==> src/rtl/loader_pkg.sv <==
// Shared types and sizing for the boot-time program loader.
// Holds the loader state encoding plus the image geometry and checksum target.
package loader_pkg;

    localparam int ADDR_WIDTH  = 4;
    localparam int DATA_WIDTH  = 8;
    localparam int DEPTH       = 2 ** ADDR_WIDTH;
    localparam int CHECKSUM_OK = 0;

    typedef enum logic [2:0] {
        IDLE,
        LOAD,
        CHECK,
        DONE,
        ERROR
    } loader_state_t;

endpackage : loader_pkg

==> src/rtl/program_loader_if.sv <==
// Byte-stream input and RAM write port bundle for the program loader.
// master = host side (byte source / RAM observer), slave = the loader itself.
interface program_loader_if;
    import loader_pkg::*;

    logic                  in_valid;
    logic [DATA_WIDTH-1:0] in_data;
    logic                  in_ready;
    logic                  ram_we;
    logic [ADDR_WIDTH-1:0] ram_address;
    logic [DATA_WIDTH-1:0] ram_data;

    modport master (
        output in_valid, in_data,
        input  in_ready, ram_we, ram_address, ram_data
    );

    modport slave (
        input  in_valid, in_data,
        output in_ready, ram_we, ram_address, ram_data
    );

endinterface : program_loader_if

==> src/rtl/program_loader.sv <==
// Boot loader: streams DEPTH bytes into RAM, verifies a trailing checksum byte,
// and keeps the CPU in reset until an image has verified.
module program_loader
    import loader_pkg::*;
(
    input  logic                clk,
    input  logic                reset,
    input  logic                start,
    program_loader_if.slave     bus,
    output logic                cpu_hold,
    output logic                busy,
    output logic                done,
    output logic                error
);

    loader_state_t         state_q, state_d;
    logic [ADDR_WIDTH-1:0] count_q, count_d;
    logic [DATA_WIDTH-1:0] sum_q, sum_d;
    logic                  ram_we_q, ram_we_d;
    logic [ADDR_WIDTH-1:0] ram_addr_q, ram_addr_d;
    logic [DATA_WIDTH-1:0] ram_data_q, ram_data_d;

    logic                  accept;
    logic [DATA_WIDTH-1:0] sum_next;

    assign busy     = (state_q == LOAD) || (state_q == CHECK);
    assign accept   = bus.in_valid && busy;
    // Running sum including the byte on the bus; in CHECK this is sum + checksum.
    assign sum_next = sum_q + bus.in_data;

    // NOTE: every variable written here gets a default first, so no path can infer a latch.
    always_comb begin
        state_d    = state_q;
        count_d    = count_q;
        sum_d      = sum_q;
        ram_we_d   = 1'b0;
        ram_addr_d = ram_addr_q;
        ram_data_d = ram_data_q;

        case (state_q)
            IDLE, DONE, ERROR: begin
                if (start) begin
                    state_d = LOAD;
                    count_d = '0;
                    sum_d   = '0;
                end
            end
            LOAD: begin
                if (accept) begin
                    ram_we_d   = 1'b1;
                    ram_addr_d = count_q;
                    ram_data_d = bus.in_data;
                    sum_d      = sum_next;
                    count_d    = count_q + 1'b1;
                    if (count_q == ADDR_WIDTH'(DEPTH - 1)) begin
                        state_d = CHECK;
                    end
                end
            end
            CHECK: begin
                if (accept) begin
                    state_d = (sum_next == DATA_WIDTH'(CHECKSUM_OK)) ? DONE : ERROR;
                end
            end
            default: state_d = IDLE;
        endcase
    end

    // NOTE: sequential state uses non-blocking assignments only, so all registers update together.
    always_ff @(posedge clk or posedge reset) begin
        if (reset) begin
            state_q    <= IDLE;
            count_q    <= '0;
            sum_q      <= '0;
            ram_we_q   <= 1'b0;
            ram_addr_q <= '0;
            ram_data_q <= '0;
        end else begin
            state_q    <= state_d;
            count_q    <= count_d;
            sum_q      <= sum_d;
            ram_we_q   <= ram_we_d;
            ram_addr_q <= ram_addr_d;
            ram_data_q <= ram_data_d;
        end
    end

    assign bus.in_ready    = busy;
    assign bus.ram_we      = ram_we_q;
    assign bus.ram_address = ram_addr_q;
    assign bus.ram_data    = ram_data_q;
    assign cpu_hold        = (state_q != DONE);
    assign done            = (state_q == DONE);
    assign error           = (state_q == ERROR);

endmodule : program_loader

==> src/flat_wrapper.sv <==
// flat-port wrapper written by rule: the top's interface ports become plain ports
module program_loader_flat import loader_pkg::*;
  (clk, reset, start, cpu_hold, busy, done, error, bus_in_valid, bus_in_data, bus_in_ready, bus_ram_we, bus_ram_address, bus_ram_data);
  program_loader_if bus_i ();
  input  logic clk;
  input  logic reset;
  input  logic start;
  output logic cpu_hold;
  output logic busy;
  output logic done;
  output logic error;
  input wire logic [$bits(bus_i.in_valid)-1:0] bus_in_valid;
  input wire logic [$bits(bus_i.in_data)-1:0] bus_in_data;
  output wire logic [$bits(bus_i.in_ready)-1:0] bus_in_ready;
  output wire logic [$bits(bus_i.ram_we)-1:0] bus_ram_we;
  output wire logic [$bits(bus_i.ram_address)-1:0] bus_ram_address;
  output wire logic [$bits(bus_i.ram_data)-1:0] bus_ram_data;
  assign bus_i.in_valid = bus_in_valid;
  assign bus_i.in_data = bus_in_data;
  assign bus_in_ready = bus_i.in_ready;
  assign bus_ram_we = bus_i.ram_we;
  assign bus_ram_address = bus_i.ram_address;
  assign bus_ram_data = bus_i.ram_data;
  program_loader u_core (.clk(clk), .reset(reset), .start(start), .bus(bus_i), .cpu_hold(cpu_hold), .busy(busy), .done(done), .error(error));
endmodule
==> config.mk <==
export PLATFORM = sky130hd
export DESIGN_NAME = program_loader_flat
export DESIGN_NICKNAME = d
export VERILOG_FILES = /design/src/rtl/loader_pkg.sv /design/src/rtl/program_loader_if.sv /design/src/rtl/program_loader.sv /design/src/flat_wrapper.sv
export SDC_FILE = /design/constraint.sdc
export NUM_CORES = 1
export LEC_CHECK = 0
export BUFFER_PORTS_ARGS = -buffer_cell sky130_fd_sc_hd__buf_2
export CORE_UTILIZATION = 30
export DETAILED_ROUTE_END_ITERATION = 6
export GPL_TIMING_DRIVEN = 1
export PLACE_DENSITY_LB_ADDON = 0.15
export SETUP_SLACK_MARGIN = 0.4
export SKIP_LAST_GASP = 1
export SYNTH_ARGS = -nofsm -noshare
export SYNTH_HDL_FRONTEND = slang
export SYNTH_SLANG_ARGS = --single-unit
==> constraint.sdc <==
create_clock -name clk -period 5.9 [get_ports clk]
set_input_delay 0.59 -clock clk [delete_from_list [all_inputs] [get_ports clk]]
set_output_delay 0.59 -clock clk [all_outputs]
set_load 0.05 [all_outputs]
Yosys cells after proc, flatten, opt, wreduce, memory -nomap -nowiden --
Cells that the tools add are included.
Storage, ports and cells: bits in registers 28, output and inout port bits 18, logic and storage cells 41
Operators by class: equality and inequality tests 10, add/sub/neg operators 2, reduce and logical (&&, ||, !) cells 9, muxes and demuxes 14
Operators with widths (number):
- 8-bit 2-to-1 mux | 2
- 8-bit case mux with 2 select lines | 1
- 3-bit 2-to-1 mux | 5
- 3-bit case mux with 3 select lines | 1
- 8-bit adder | 1
- 8-bit zero test | 1
- 4-bit 2-to-1 mux | 2
- 4-bit case mux with 2 select lines | 1
- 3-bit by 2-bit == test with 1-bit output (second input constant) | 2
- 4-bit by 1-bit adder with 4-bit output (second input constant) | 1
- 4-bit == test (second input constant) | 1
- 2-bit by 1-bit inequality test with 1-bit output (second input constant) | 2
- 2-bit inequality test (second input constant) | 2
- 4-bit AND reduction | 1
- 3-bit by 1-bit == test with 1-bit output (second input constant) | 1
- 3-bit == test (second input constant) | 1
- 3-bit zero test | 1
- 3-bit by 2-bit inequality test with 1-bit output (second input constant) | 1
- 3-bit AND reduction | 1
- 3-bit OR reduction | 1
- 1-bit 2-to-1 mux | 2
- 2-bit AND reduction | 1
- 2-bit nonzero test | 1
- 1-bit logical AND | 1
- 1-bit logical OR | 1

Longest topological paths before layout --
depth in word-level cells 5, depth in mapped cells 7

Worst setup path before layout --
OpenSTA, ideal clock, no wires.
path type in2reg, start point in bus_in_data[0], end point reg u_core.state_q[2], path buffers 0, library setup time 0.131 ns, stages 7, required time 5.769 ns, arrival time 2.321 ns, slack 3.448 ns, path through ha_1 > fa_1 > xor2_1 > or3_1 > a221oi_2 > a31oi_1 > or3_1
On the way: word-level cells in the longest chain between the ends 5
Ends and longest elaborated chain:
- from (decl) | line flat_wrapper.sv:13 | input wire logic [$bits(bus_i.in_data)-1:0] bus_in_data;
- 8-bit adder | line program_loader.sv:29 | assign sum_next = sum_q + bus.in_data;
- 8-bit zero test | line program_loader.sv:62 | state_d = (sum_next == DATA_WIDTH'(CHECKSUM_OK)) ? DONE : ERROR;
- 3-bit 2-to-1 mux | line program_loader.sv:62
- 3-bit 2-to-1 mux | line program_loader.sv:61 | if (accept) begin
- 3-bit case mux with 3 select lines | line program_loader.sv:40 | case (state_q)
- to (signal assigned) | line program_loader.sv:79 | state_q <= state_d;
- to (decl) | line program_loader.sv:16 | loader_state_t state_q, state_d;
No other way between the ends. The select of a mux whose other input is x is not followed. A chain may end at the register's enable or synchronous reset.

Final worst setup path --
Ends and elaborated chain as after synthesis.

==> key figures <==
Clocking
  • TritonCTS clock tree: built
  • # resized after CTS: 0
  • Post-CTS Hold Buffers: 0
  • Reg clk slew, reported paths: 0.10 ns
  • Root Driver: clkbuf_8
  • Num CTS Buffers: 3
  • Htree depth: 1
  • Post-CTS setup buffers: 0
  • Clk_lat worst skew: 0.27 ns
  • Clock Path Buffers: 2
  • Sink Count: 28

Timing
  • Worst-margin pin slew: 1.025 ns
  • Period minus WS final: 2.432 ns
  • Final hold violations: 0
  • Unrepaired setup endpoints after global routing: false
  • Slew margin rel.: 31.59%
  • Max Fclk: 0.4113 GHz
  • Clk_skew: 0.007430 ns
  • Setup violations, final: 0
  • Period Utilization, post-route: 41.21%
  • Setup tns final: 0 ns
  • Slew Viols, Final: 0

Floorplan
  • Die area: 5695 um^2
  • Die Width: 75.47 um
  • Starting Density: 31.50%
  • I/O pin cnt: 30
  • Core box area: 5140 um^2
  • Row Count: 26
  • Die Y: 75.47 um

Worst setup path
  • Cell Chain, Critical Path: buf_2 > ha_1 > fa_1 > a211oi_2 > o21bai_1 > a221oi_2 > a31oi_1 > or3_1
  • CP max stage delay: 0.42 ns
  • R2R cell count: 7
  • Max FO, Critical Path: 4
  • R2r endpoint: u_core.state_q[2]
  • Critical path's slowest cell: fa_1
  • Crit path DAT: 2.59 ns
  • CP endpoint kind: flip-flop
  • RR Startpoint: u_core.sum_q[0]
  • CP startpoint: bus_in_data[0]
  • Critical path class: input port to flip-flop
  • R2R Setup Slk: 3.51 ns
  • Startpoint types: input port
  • Worst Path Required: 6.06 ns
  • End of the critical path: u_core.state_q[2]

Pwr
  • Power density over cell area: 589.9 nW/um^2
  • IR drop worst, VDD: 0.2325 mV
  • Pleak: 0.8387 nW

Yosys
  • Flops & latches, synth: 28
  • Synthesized Nets: 170
  • Post-synth design cell area: 1619 um^2
  • Seq/Total Area, Yosys: 43.28%
  • Synth Instances: 149
  • Average cell area after synthesis: 10.87 um^2
  • Yosys cell types: 44
  • Primary FF master, synth: dfrtp_1
  • Yosys warning count: 0
  • Post-synth EDFFs: 0
  • Fraction of registers with async set/reset: 100.0%

Placement
  • GP Congestion: 0.8071
  • Area post-placement: 1819 um^2
  • Hpwl dp: 2428 um
  • PortBufs: 29
  • Dpl cells: 242

GRT
  • Vias in the first global route: 1,100
  • Total Routing Usage GR: 12.48%
  • Largest net degree at the start of global routing: 29
  • Global-route wire length before repair: 5368 um
  • Antenna violations before repair: 0
  • GR Overflow Total: 0

Routing
  • Initial DRC Count: 56
  • Avg WL per Cell: 13.34 um
  • Vias per inst: 5.041
  • Detailed Routing Iterations Pass 1: 4
  • DR vias: 1,240
  • Routed WL: 3281 um
  • Drc violations: 0
  • Post-DRT Antenna Nets: 0

Layout
  • Share of layout cells above drive strength 1: 30.11%
  • Filler cells: 559
  • ANT cells: 0
  • Non-Filler Instances: 246
  • Final net count: 198
  • Final Cell Area: 1891 um^2
  • P&R area growth vs syn: 16.77%

Job
  • # Max-Cap Violations: 0

Status
  • Status: completed

Min path
  • Tightest Hold Check Type: flip-flop to flip-flop
-- Yosys cell counts (2+ instances only) --
cell       n  area share, %
a211oi_1   2           0.93
a21oi_1    5            1.5
a22o_1     8            4.3
a32o_1     2            1.2
buf_2      5            1.5
buf_4      2           0.93
dfrtp_1   28             43
ha_1       8            6.2
inv_1      4           0.93
mux2_2    14            9.7
nand2_1    5            1.2
nand3_1    7            2.2
nand3b_1   2           0.93
nor2_1     4           0.93
nor2b_1    4            1.5
nor3_1     4            1.2
nor3b_1    5            2.3
nor4_1     2           0.77
o21a_1     2           0.93
o21ai_0    6            1.9
o21bai_1   2           0.93
or3_1      5            1.9
xnor2_1    2            1.1
-- cell type report --
| cell class | count | area [um^2] | area share (%) |
|---|---|---|---|
| Clock buffer | 3 | 41.29 | 2.184 |
| Clock inverter | 1 | 30.03 | 1.588 |
| Inverter | 4 | 15.01 | 0.7942 |
| Multi-Input combinational cell | 110 | 863.3 | 45.67 |
| Sequential cell | 28 | 700.7 | 37.06 |
| Tap cell | 70 | 87.58 | 4.633 |
| Timing Repair Buffer | 30 | 152.6 | 8.074 |
-- how the worst min path moves through the flow --
stage / end / start / cells past startpoint / slack (ns)
final: u_core.bus.ram_address[1] / u_core.bus.ram_address[1] / 1 / 0.51
after global routing: u_core.bus.ram_address[1] / u_core.bus.ram_address[1] / 1 / 0.53
after CTS: u_core.bus.ram_address[3] / u_core.bus.ram_address[3] / 1 / 0.52
after detailed placement: u_core.bus.ram_data[2] / u_core.bus.ram_data[2] / 1 / 0.49
after global placement: u_core.bus.ram_data[4] / u_core.bus.ram_data[4] / 1 / 0.48
after floorplan: u_core.sum_q[3] / u_core.sum_q[3] / 1 / 0.47
-- placed cells by master (no fill, tap or decap), types with 3 or more instances in the layout --
cell type  count
nor3b_1        5
nand2_1        5
nor2b_1        4
inv_1          4
clkbuf_8       3
nand3_1        7
buf_2         29
ha_1           8
nor3_1         4
nor2_1         4
a21oi_1        5
o21ai_0        6
or3_1          5
a22o_1         8
dfrtp_1       28
mux2_2        14
-- sequential cells by signal, summed over array words and instances (netlist names) --
signal	count
u_core.count_q	4
u_core.state_q	3
u_core.sum_q	8
u_core.bus.ram_we	1
u_core.bus.ram_address	4
u_core.bus.ram_data	8
-- where the power goes --
| group | internal [mW] | leakage (nW) | switching [mW] | total, mW |
|---|---|---|---|---|
| registers | 0.274 | 0.336 | 0.0581 | 0.332 |
| logic | 0.233 | 0.467 | 0.399 | 0.633 |
| clock network | 0.0907 | 0.0357 | 0.0597 | 0.150 |
-- logic make-up (layout without fill, tap and decap cells) --
| logic type | Yosys count | after routing | synth area share (%) |
|---|---|---|---|
| AND/OR/NAND/NOR | 46 | 46 | 16.62 |
| buffers and inverters | 11 | 38 | 3.400 |
| XOR/XNOR | 3 | 3 | 1.623 |
| adder cells (fa/ha/maj) | 9 | 9 | 7.419 |
| multiplexers | 15 | 15 | 10.36 |
| AO/OA/AOI/OAI | 37 | 37 | 17.31 |
| flip-flops | 28 | 28 | 43.28 |
-- worst max-delay path, delay by kind of cell --
kind            cells  cell delay (ns)
buf+inv             1             0.11
fa+ha+maj           2             0.65
simple gates        1             0.36
compound gates      4             0.88
-- through the flow --
step | hold slack, ns | setup WS, ns | util [%] | total power [mW]
floorplan | 0.4698 | 3.448 | - | 0.8464
global placement | 0.4832 | 3.246 | 35.39 | 0.9681
detailed placement | 0.4916 | 3.195 | 35.39 | 0.9738
CTS | 0.5179 | 3.492 | 36.78 | 1.130
global route | 0.5316 | 3.359 | 36.78 | 1.204
finish | 0.5098 | 3.468 | 36.78 | 1.115
-- metal layers --
metal  wire length, um  track usage, %  share of wire, %  vias to the layer above
met5                 0               0                 0                        -
met4                26           3.704              0.79                        0
met3               128           1.587               3.9                        2
met2              1568           19.54                48                       30
met1              1558           18.06                47                      592
li1                  -               -                 -                      616
Note: power is estimated with default switching activity, not from simulation.
